File: src/rtl/shf_arbiter.sv
// Round-robin arbiter sharing one combinational 16-bit shifter
// between the SHF execute path and the LSHF address path.
module shf_arbiter #(
   parameter int WIDTH = 16,
   parameter int AMT_W = 4
) (
   input  logic             clk,
   input  logic             rst,
   input  logic             req0_valid,
   output logic             req0_ready,
   input  logic             req0_a,
   input  logic             req0_d,
   input  logic [AMT_W-1:0] req0_amt,
   input  logic [WIDTH-1:0] req0_in,
   input  logic             req1_valid,
   output logic             req1_ready,
   input  logic             req1_a,
   input  logic             req1_d,
   input  logic [AMT_W-1:0] req1_amt,
   input  logic [WIDTH-1:0] req1_in,
   output logic             sh_a,
   output logic             sh_d,
   output logic [AMT_W-1:0] sh_amt,
   output logic [WIDTH-1:0] sh_in,
   input  logic [WIDTH-1:0] sh_out,
   output logic             rsp_valid,
   input  logic             rsp_ready,
   output logic             rsp_id,
   output logic [WIDTH-1:0] rsp_data
);

   typedef enum logic [1:0] {
      IDLE,
      EXEC,
      RESP
   } state_t;

   typedef struct packed {
      logic             a;
      logic             d;
      logic [AMT_W-1:0] amt;
      logic [WIDTH-1:0] in;
   } op_t;

   state_t           state_q, state_d;
   op_t              op_q, op_d;
   logic             owner_q, owner_d;
   logic             last_q, last_d;
   logic [WIDTH-1:0] data_q, data_d;
   logic             g0, g1;

   // On a tie, the requester not served last wins.
   assign g0 = req0_valid & (~req1_valid | last_q);
   assign g1 = req1_valid & (~req0_valid | ~last_q);

   assign req0_ready = (state_q == IDLE) & g0 & ~rst;
   assign req1_ready = (state_q == IDLE) & g1 & ~rst;

   assign sh_a      = op_q.a;
   assign sh_d      = op_q.d;
   assign sh_amt    = op_q.amt;
   assign sh_in     = op_q.in;
   assign rsp_valid = (state_q == RESP) & ~rst;
   assign rsp_id    = owner_q;
   assign rsp_data  = data_q;

   always_comb begin
      state_d = state_q;
      op_d    = op_q;
      owner_d = owner_q;
      last_d  = last_q;
      data_d  = data_q;
      unique case (state_q)
         IDLE: begin
            if (req0_ready) begin
               op_d    = '{req0_a, req0_d, req0_amt, req0_in};
               owner_d = 1'b0;
               last_d  = 1'b0;
               state_d = EXEC;
            end else if (req1_ready) begin
               op_d    = '{req1_a, req1_d, req1_amt, req1_in};
               owner_d = 1'b1;
               last_d  = 1'b1;
               state_d = EXEC;
            end
         end
         EXEC: begin
            data_d  = sh_out;
            state_d = RESP;
         end
         RESP: begin
            if (rsp_ready) state_d = IDLE;
         end
         default: state_d = IDLE;
      endcase
   end

   always_ff @(posedge clk) begin
      if (rst) begin
         state_q <= IDLE;
         op_q    <= '0;
         owner_q <= 1'b0;
         last_q  <= 1'b1;
         data_q  <= '0;
      end else begin
         state_q <= state_d;
         op_q    <= op_d;
         owner_q <= owner_d;
         last_q  <= last_d;
         data_q  <= data_d;
      end
   end

endmodule

File: config.mk
export PLATFORM = sky130hd
export DESIGN_NAME = shf_arbiter
export DESIGN_NICKNAME = d
export VERILOG_FILES = /design/src/rtl/shf_arbiter.sv
export SDC_FILE = /design/constraint.sdc
export NUM_CORES = 1
export LEC_CHECK = 0
export ABC_AREA = 1
export CORE_ASPECT_RATIO = 1.2
export CORE_UTILIZATION = 40
export CTS_CLUSTER_DIAMETER = 60
export DETAILED_ROUTE_END_ITERATION = 8
export HOLD_SLACK_MARGIN = 0.05
export PLACE_DENSITY = 0.93
export SYNTH_ARGS = -nofsm -noshare
export SYNTH_HDL_FRONTEND = slang
export SYNTH_SLANG_ARGS = --single-unit
File: constraint.sdc
create_clock -name clk -period 3.4 [get_ports clk]
set_input_delay 0.68 -clock clk [delete_from_list [all_inputs] [get_ports clk]]
set_output_delay 0.68 -clock clk [all_outputs]
set_load 0.1 [all_outputs]
After elaboration in Yosys (flattened, before gate mapping) --
Cells that the tools add are included.
Storage, ports and cells: latch bits 0, RAM bits 0, output and inout bits 42, memories 0, input bits 65, memory bits (read-only) 0, register bits 42
Cells by class: $add $sub $neg 0, divide/modulo/power cells 0, multiply operators 0, bitwise logic cells 13, equal/unequal tests 4, muxes and demuxes 8, order comparisons 0, reduce and logical (&&, ||, !) cells 4, shift-type cells 0
Operator list (count):
- $mux W22 | 2
- $and A1 B1 Y1 | 7
- $mux W2 | 3
- $pmux W2 S3 | 1
- $not A1 Y1 | 4
- $reduce_and A2 Y1 | 2
- $ne A3 B3 Y1 const B | 1
- $eq A2 B1 Y1 const B | 1
- $eq A2 B2 Y1 const B | 1
- $logic_not A2 Y1 | 1
- $mux W1 | 2
- $ne A2 B2 Y1 const B | 1
- $or A1 B1 Y1 | 2
- $reduce_bool A2 Y1 | 1

Longest topological paths before layout --
Gate-level depths: netlist of run 1.
depth in word-level cells 8, depth in mapped cells 8, depth with buffers taken out 7

Worst setup path after synthesis of run 1 --
Ideal clock, no wire load.
kind input to output, start point input port rst, end point output port rsp_valid, path slack -23 ps, arrival 2743 ps, stages 1, path buffers 0, cells stage by stage nor3_1
On the way: word-level cells in the longest chain between the ends 2
RTL lines:
- start, declared | line 8 | input logic rst,
- $not A1 Y1 | line 63 | assign rsp_valid = (state_q == RESP) & ~rst;
- $and A1 B1 Y1 | line 63
- end, declared | line 26 | output logic rsp_valid,
No other way between the ends.

Worst setup path in the final report of run 1 --
start point input port rst, end point output port req1_ready
On the way: word-level cells in the longest chain between the ends 2
RTL lines:
- $not A1 Y1 | line 57 | assign req1_ready = (state_q == IDLE) & g1 & ~rst;
- $and A1 B1 Y1 | line 57
- end, declared | line 16 | output logic req1_ready,
No other way between the ends.

==> results.py, run 1 <==
metrics = {
    "timing": {
        "drv_slew": 0,
        "max_clock_freq_mhz": 390.3,
        "hold_viol_final": 0,
        "fin_crit_ns": 2.562,
        "skew_ns": 0.003763,
        "tightest_slew_ns": 0.9934,
        "slew-limit-headroom_pct": 33.56,
        "hold_ws_ns": 0.4843,
        "rsz0062_at_grt": "no",
        "setup-tns-final_ns": 0,
        "setup_violations": 0,
        "fin_crit_sh_pct": 75.36,
    },
    "synthesis": {
        "ys_seq_elements": 42,
        "synthCells": 290,
        "synth_warnings": 0,
        "ys_seq_area_share_pct": 41.69,
        "ys_types": 20,
        "syn_area_um2": 2017,
        "syn_nets": 355,
        "syn_avg_cell_area_um2": 6.955,
    },
    "floorplanning": {
        "fp-row-count": 27,
        "core_region_area_um2": 4730,
        "die_height_um": 79.79,
        "die_w_um": 66.82,
        "initial_core_util_pct": 42.65,
        "die-area_um2": 5331,
        "pin_count": 107,
    },
    "flow_run": {
        "drv_cap": 0,
    },
    "clock_tree": {
        "clk_pin_slew_worst_paths_ns": 0.08,
        "post-cts-setup-buffer-count": 0,
        "clk_latency_ns": 0.29,
        "cts_made_buffers": 5,
        "numClockSinks": 42,
        "cts_tree": "yes",
        "cts_resized": 0,
        "clock-root-buffer": "clkbuf_8",
        "h-tree-depth": 2,
        "ctsHoldBuffers": 0,
        "cts.path.max_buffers": 2,
    },
    "run_status": {
        "status": "finished, final reports clean",
    },
    "cells_and_area": {
        "layout_common_cells": "clkdlybuf4s50_1, nor2_1, nand2_1, dfxtp_1",
        "multi_input_area_um2": 1045,
        "finalNonFillerCells": 446,
        "seqCellArea_um2": 840.8,
        "mostFrequentLayoutCell": "clkdlybuf4s50_1",
        "drive_above_1_share_pct": 6.443,
        "fin_util_pct": 67.30,
        "antenna_cells": 0,
        "fill_cells": 400,
        "syn2layout_area_growth_pct": 57.82,
        "final_nets": 452,
    },
    "grt": {
        "antenna_found_initial": 0,
        "overflow": 0,
        "grt_pass1_wl_um": 9004,
        "grt_use_total_pct": 22.28,
        "grt_max_degree": 46,
        "grt_pass1_vias": 2076,
    },
    "power": {
        "irDropWorstVdd_mv": 0.2422,
        "p_per_area_nw_per_um2": 550.5,
        "leakagePower_uw": 0.001381,
    },
    "worst_setup_path": {
        "cp_data_arrival_time_ns": 1.88,
        "r2r_cells": 5,
        "critPathKind": "in2out",
        "worst_setup_path_end_kind": "output pin",
        "critPathRequiredTime_ns": 2.72,
        "cp-start-kind": "input port",
        "crit_fanout": 4,
    },
    "worst_hold_path": {
        "hold_class": "reg2reg",
        "holdPathStages": 2,
    },
    "route": {
        "vias_per_cell": 4.890,
        "ant_nets": 0,
        "routed_wirelength_um": 5686,
        "wire_per_inst_um": 12.75,
        "vias": 2181,
        "initialDrtViolationCount": 95,
        "first_pass_iters": 4,
        "drcViolationCount": 0,
    },
    "place": {
        "place_hpwl_um": 3988,
        "place.gp.congestion": 0.7315,
        "dp_cells": 438,
        "portBuffers": 106,
    },
}
-- registers in the layout (all words and copies together) (netlist names) --
name / count
last_q: 1
rsp_data: 16
rsp_id: 1
sh_a: 1
sh_amt: 4
sh_d: 1
sh_in: 16
state_q: 2
-- power breakdown --
group	switching, uW	leakage, uW	internal [uW]
sequential	31.2	0.000346	552
combinational	600	0.000986	240
clock	165	0.0000482	164
-- critical path, cell delays in order --
cell	delay, ns
clkdlybuf4s50_1	0.53
inv_2	0.11
nand2_1	0.07
nor2_2	0.26
buf_12	0.22
-- through the flow --
stage	area (um^2)	setup WS, ns	total power (uW)
5_1_grt	3183	0.7728	1832
6_report	3183	0.8378	1752
3_5_place_dp	3092	0.8407	1435
3_3_place_gp	3092	0.8909	1423
4_1_cts	3183	0.8337	1761
2_1_floorplan	2022	0.8563	1212
-- worst paths after layout --
check | start | slack (ns) | endpoint
setup / recovery | rst | 0.84 | req1_ready
hold reg to reg | rsp_data[8] | 0.48 | rsp_data[8]
hold / removal | rsp_data[8] | 0.48 | rsp_data[8]
setup reg to reg | state_q[0] | 1.48 | sh_d
-- routing by layer --
| metal | vias to the layer above | track usage [%] | part of all wire, % |
|---|---|---|---|
| li1 | 1128 | - | - |
| met1 | 967 | 22.54 | 39 |
| met2 | 80 | 41.52 | 53 |
| met3 | 6 | 6.429 | 6.0 |
| met4 | 0 | 8.936 | 1.5 |
| met5 | - | 0 | 0 |
-- kinds of logic after synthesis --
family	after synthesis	share of synthesized area (%)
compound gates	18	4.715
buf+inv	28	6.762
flops	42	41.69
simple gates	202	46.84
-- area by class of cell --
| type | instances | area share (%) |
|---|---|---|
| repair buffers | 110 | 34.67 |
| clock buffers | 7 | 2.712 |
| flip-flops and latches | 42 | 26.42 |
| well taps | 58 | 2.280 |
| clock inverters | 1 | 0.1572 |
| inverters | 8 | 0.9434 |
| multi-input cells | 220 | 32.82 |
-- cell usage after synthesis (all sizes together) --
master | number | area [um^2]
nor2 | 81 | 329.1
nand2 | 72 | 270.3
o211ai | 1 | 7.510
nand3 | 3 | 32.53
dfxtp | 42 | 840.8
clkinv | 1 | 3.750
inv | 7 | 26.28
buf | 15 | 87.58
clkbuf | 5 | 18.77
nand4 | 22 | 137.6
o21a | 1 | 7.510
o21ai | 16 | 80.08
nor3 | 2 | 10.01
nand3b | 22 | 165.2
No activity file was read; power rests on OpenSTA's default activity.
==> run 2: changes to the inputs <==
--- a/config.mk
+++ b/config.mk
@@ -7,11 +7,11 @@
 export LEC_CHECK = 0
 export ABC_AREA = 1
 export CORE_ASPECT_RATIO = 1.2
-export CORE_UTILIZATION = 40
+export CORE_UTILIZATION = 39
 export CTS_CLUSTER_DIAMETER = 60
 export DETAILED_ROUTE_END_ITERATION = 8
 export HOLD_SLACK_MARGIN = 0.05
-export PLACE_DENSITY = 0.93
+export PLACE_DENSITY = 0.91
 export SYNTH_ARGS = -nofsm -noshare
 export SYNTH_HDL_FRONTEND = slang
 export SYNTH_SLANG_ARGS = --single-unit
==> constraint.sdc (replaced) <==
create_clock -name clk -period 2.4 [get_ports clk]
set_input_delay 0.48 -clock clk [delete_from_list [all_inputs] [get_ports clk]]
set_output_delay 0.48 -clock clk [all_outputs]
set_load 0.1 [all_outputs]
==> run 2 against run 1 <==
Sequential power rose by 41%. Final cell count rose by 1.1%. Clock-buffer cell count did not move. Power rose by 40%. Non-clock buffer count rose by 3. Clock power rose by 38%. Critical endpoint unchanged. Wire length fell by 2.8%. Largest power group unchanged. Largest cell class unchanged. First-iteration DRC count fell by 2.1%. Final area fell by 1.7%.
==> results.py, run 2 (same netlist as run 1, synthesis figures left out) <==
metrics = {
    "grt": {
        "grt_max_degree": 46,
        "grt_use_total_pct": 20.38,
        "overflow": 0,
        "grt_pass1_vias": 1985,
        "antenna_found_initial": 0,
        "grt_pass1_wl_um": 8473,
    },
    "timing": {
        "skew_ns": 0.005606,
        "tightest_slew_ns": 0.4966,
        "drv_slew": 0,
        "hold_ws_ns": 0.4838,
        "max_clock_freq_mhz": 474.3,
        "rsz0062_at_grt": "no",
        "layout_setup_ws_ns": 0.2917,
        "setup-tns-final_ns": 0,
        "fin_crit_ns": 2.108,
        "slew-limit-headroom_pct": 66.85,
        "fin_crit_sh_pct": 87.85,
        "hold_viol_final": 0,
        "setup_violations": 0,
    },
    "worst_setup_path": {
        "regToRegStartpoint": "state_q[0]",
        "crit_family": "buffers and inverters",
        "r2r_setup_slack_ns": 0.44,
        "max_stage_delay_ns": 0.53,
        "crit_buf_inv": 3,
        "critPathRequiredTime_ns": 1.92,
        "critPathKind": "in2out",
        "cp_cell_sequence": "clkdlybuf4s50_1, inv_2, nand2_1, nor2_2, buf_12",
        "r2r-end": "sh_in[0]",
        "r2r_cells": 6,
        "cp_data_arrival_time_ns": 1.63,
        "worst_setup_path_end_kind": "output pin",
        "cp.depth": 5,
        "cp-start-kind": "input port",
        "crit_fanout": 4,
        "cpMaxStageDelayCell": "clkdlybuf4s50_1",
        "critPathLaunch": "rst",
        "cp-endpoint": "req1_ready",
    },
    "cells_and_area": {
        "multi_input_area_um2": 1045,
        "layout_common_cells": "nor2_1, nand2_1, clkdlybuf4s50_1, buf_4, dfxtp_1",
        "antenna_cells": 0,
        "fill_cells": 465,
        "syn2layout_area_growth_pct": 55.09,
        "final_nets": 455,
        "mostFrequentLayoutCell": "nor2_1",
        "seqCellArea_um2": 840.8,
        "drive_above_1_share_pct": 16.62,
    },
    "power": {
        "p_int_uw": 1339,
        "switchingPower_uw": 1119,
        "irDropWorstVdd_mv": 0.3571,
        "clock_power_share_pct": 18.5,
        "power_switching_share_pct": 45.53,
        "p_per_area_nw_per_um2": 785.7,
        "leakagePower_uw": 0.001460,
        "sequentialPowerShare_pct": 33.5,
        "p_comb_share_pct": 48.0,
    },
    "floorplanning": {
        "core_region_area_um2": 4940,
        "die-area_um2": 5465,
        "die_height_um": 80.78,
        "die_w_um": 67.65,
        "pin_count": 107,
        "initial_core_util_pct": 40.83,
        "fp-row-count": 28,
    },
    "place": {
        "pre_cts_ws_ns": 0.2593,
        "place.gp.congestion": 0.7318,
        "place_hpwl_um": 3817,
        "portBuffers": 106,
    },
    "clock_tree": {
        "numClockSinks": 42,
        "cts_made_buffers": 5,
        "clk_latency_ns": 0.28,
        "ctsHoldBuffers": 0,
        "cts_tree": "yes",
        "cts_resized": 0,
        "post-cts-setup-buffer-count": 0,
        "clock-root-buffer": "clkbuf_8",
        "h-tree-depth": 2,
        "clk_pin_slew_worst_paths_ns": 0.08,
        "cts.path.max_buffers": 2,
    },
    "route": {
        "wire_per_inst_um": 12.25,
        "initialDrtViolationCount": 93,
        "vias": 2166,
        "vias_per_cell": 4.803,
        "ant_nets": 0,
        "routed_wirelength_um": 5524,
        "first_pass_iters": 4,
        "drcViolationCount": 0,
    },
    "worst_hold_path": {
        "hold_class": "reg2reg",
    },
    "flow_run": {
        "drv_cap": 0,
    },
    "run_status": {
        "status": "finished, final reports clean",
    },
}
==> run 2: cell types whose count changed in the layout (fill, tap and decap cells not counted), sizes merged <==
cell           change
clkdlybuf4s50     -37
buf               +40
==> run 2: per-stage QoR <==
stage | std cells | instance area, um^2 | utilization (%) | total power [uW]
2_1_floorplan | 290 | 2022 | - | 1718
3_3_place_gp | 443 | 3037 | 61.47 | 2005
3_5_place_dp | 443 | 3037 | 61.47 | 2020
4_1_cts | 451 | 3128 | 63.32 | 2481
5_1_grt | 451 | 3128 | 63.32 | 2581
6_report | 451 | 3128 | 63.32 | 2458
==> run 2: power by group through the flow <==
stage	Combinational [uW]	Clock (uW)	Sequential (uW)
finish	1180	454	824
global route	1240	502	835
CTS	1180	471	825
detailed placement	1180	0	840
global placement	1170	0	837
floorplan	313	0	1400
==> run 2: layer usage <==
layer	GRT usage (%)	up-vias	wire length, um
li1	-	1137	-
met1	20.16	939	2167
met2	38.51	77	2868
met3	5.056	13	353
met4	9.362	0	135
met5	0	-	0
==> run 2: worst min path at each step <==
stage	from	end	slack, ns	cells past startpoint
floorplan	last_q	last_q	0.49	2
global placement	rsp_id	rsp_id	0.46	2
detailed placement	rsp_id	rsp_id	0.47	2
CTS	rsp_id	rsp_id	0.48	2
global route	rsp_id	rsp_id	0.51	2
finish	rsp_data[2]	rsp_data[2]	0.48	2
==> run 2: layout make-up <==
| class | count | area share, % |
|---|---|---|
| Tap cell | 60 | 2.400 |
| Sequential cell | 42 | 26.88 |
| Clock inverter | 1 | 0.1600 |
| Timing Repair Buffer | 113 | 33.44 |
| Multi-Input combinational cell | 220 | 33.40 |
| Clock buffer | 7 | 2.760 |
| Inverter | 8 | 0.9600 |
==> run 2: worst min-delay path, stage by stage (launching register included) <==
cell	delay (ns)
dfxtp_1	0.33
nor2_1	0.05
nor2_1	0.08
==> run 3: changes to the inputs <==
--- a/config.mk
+++ b/config.mk
@@ -7,11 +7,12 @@
 export LEC_CHECK = 0
 export ABC_AREA = 1
 export CORE_ASPECT_RATIO = 1.2
-export CORE_UTILIZATION = 39
+export CORE_UTILIZATION = 40
 export CTS_CLUSTER_DIAMETER = 60
 export DETAILED_ROUTE_END_ITERATION = 8
+export DONT_BUFFER_PORTS = 1
 export HOLD_SLACK_MARGIN = 0.05
-export PLACE_DENSITY = 0.91
+export PLACE_DENSITY = 0.65
 export SYNTH_ARGS = -nofsm -noshare
 export SYNTH_HDL_FRONTEND = slang
 export SYNTH_SLANG_ARGS = --single-unit
==> run 3 against run 2 <==
Final area is 22% lower. Final cell count is 15% lower. Worst hold slack worse by 0.12 ns. Non-clock buffer count is 66 lower. Clock-buffer cell count stayed put. Via count is 10% lower. Clock power is 2% higher. Register-to-register slack better by 0.22 ns.
==> results.py, run 3 (same netlist as run 1, synthesis figures left out) <==
metrics = {
    "route": {
        "vias": 1943,
        "routed_wirelength_um": 4999,
        "wire_per_inst_um": 13.05,
        "ant_nets": 0,
        "vias_per_cell": 5.073,
        "drcViolationCount": 0,
        "first_pass_iters": 4,
        "initialDrtViolationCount": 116,
    },
    "timing": {
        "rsz0062_at_grt": "no",
        "drv_slew": 0,
        "tightest_slew_ns": 0.5390,
        "fin_crit_ns": 1.901,
        "fin_crit_sh_pct": 79.19,
        "setup_violations": 0,
        "skew_ns": 0.003659,
        "setup-tns-final_ns": 0,
        "hold_viol_final": 0,
        "layout_setup_ws_ns": 0.4994,
        "max_clock_freq_mhz": 526.1,
        "hold_ws_ns": 0.3604,
        "slew-limit-headroom_pct": 63.98,
    },
    "worst_setup_path": {
        "cp_data_arrival_time_ns": 1.42,
        "max_stage_delay_ns": 0.38,
        "critPathRequiredTime_ns": 1.92,
        "crit_buf_inv": 1,
        "crit_fanout": 7,
        "worst_setup_path_end_kind": "output pin",
        "critPathKind": "reg2out",
        "cp-start-kind": "flop",
        "cpMaxStageDelayCell": "dfxtp_1",
        "cp_cell_sequence": "nor2_4, nand2_1, nor2_2, buf_12",
        "crit_family": "simple AND/OR/NAND/NOR gates",
    },
    "power": {
        "p_per_area_nw_per_um2": 956.4,
        "power_switching_share_pct": 47.14,
        "p_comb_share_pct": 45.5,
        "clock_power_share_pct": 19.8,
        "leakagePower_uw": 0.001195,
        "p_int_uw": 1239,
        "irDropWorstVdd_mv": 0.3518,
        "switchingPower_uw": 1105,
        "sequentialPowerShare_pct": 34.7,
    },
    "clock_tree": {
        "clk_latency_ns": 0.29,
        "cts_resized": 0,
        "h-tree-depth": 2,
        "cts.path.max_buffers": 2,
        "cts_tree": "yes",
        "ctsHoldBuffers": 0,
        "numClockSinks": 42,
        "cts_made_buffers": 5,
        "clk_pin_slew_worst_paths_ns": 0.08,
        "clock-root-buffer": "clkbuf_8",
        "post-cts-setup-buffer-count": 0,
    },
    "run_status": {
        "status": "finished, final reports clean",
    },
    "floorplanning": {
        "initial_core_util_pct": 42.65,
        "pin_count": 107,
        "core_region_area_um2": 4730,
        "fp-row-count": 27,
        "die-area_um2": 5331,
        "die_height_um": 79.79,
        "die_w_um": 66.82,
    },
    "place": {
        "pre_cts_ws_ns": 0.6390,
        "place_hpwl_um": 3395,
        "portBuffers": 0,
        "placed_cell_area_um2": 2360,
        "place.gp.congestion": 0.7817,
    },
    "flow_run": {
        "drv_cap": 0,
    },
    "cells_and_area": {
        "stdcell_area_um2": 2451,
        "syn2layout_area_growth_pct": 21.53,
        "drive_above_1_share_pct": 19.38,
        "antenna_cells": 0,
        "fin_util_pct": 51.83,
        "mostFrequentLayoutCell": "nor2_1",
        "final_nets": 389,
        "layout_common_cells": "nor2_1, nand2_1, buf_4, dfxtp_1",
    },
    "worst_hold_path": {
        "hold_class": "in2reg",
    },
    "grt": {
        "grt_use_total_pct": 19.62,
        "grt_pass1_vias": 1774,
        "overflow": 0,
        "antenna_found_initial": 0,
        "grt_max_degree": 46,
        "grt_pass1_wl_um": 8004,
    },
}
==> run 3: cell count changes in the layout (fill, tap and decap cells not counted), sizes merged <==
| cell | change |
|---|---|
| buf | -2 |
| clkdlybuf4s50 | -64 |
==> run 3: cell type report <==
class	count	area [um^2]
clock buffers	7	86.33
clock inverters	1	5.005
flip-flops and latches	42	840.8
multi-input cells	220	1051
well taps	58	72.57
repair buffers	47	365.4
inverters	8	30.03
fillers	502	2278
==> run 3: worst paths after layout <==
kind         slack (ns)      endpoint  cells after the start         start
max                0.50    req1_ready                      4    state_q[0]
min                0.36   rsp_data[1]                      2     sh_out[1]
max reg2reg        0.66    state_q[1]                      4    state_q[1]
min reg2reg        0.49  rsp_data[10]                      2  rsp_data[10]
==> run 3: power by group through the flow <==
stage                     Clock (uW)  Sequential [uW]  Combinational, uW
after global routing             518              825               1130
final                            463              814               1070
after CTS                        482              815               1070
after detailed placement           0              831               1070
after floorplan                    0             1400                313
after global placement             0              829               1060
==> run 3: stage by stage <==
| step | cells | power, uW |
|---|---|---|
| 2_1_floorplan | 290 | 1718 |
| 3_3_place_gp | 375 | 1889 |
| 3_5_place_dp | 375 | 1900 |
| 4_1_cts | 383 | 2367 |
| 5_1_grt | 383 | 2470 |
| 6_report | 383 | 2344 |
==> run 3: routing by layer <==
| layer | vias to the layer above | routed length [um] | GRT usage (%) |
|---|---|---|---|
| li1 | 1002 | - | - |
| met2 | 77 | 2550 | 35.86 |
| met5 | - | 0 | 0 |
| met3 | 5 | 414 | 6.286 |
| met4 | 0 | 50 | 6.170 |
| met1 | 859 | 1983 | 20.77 |
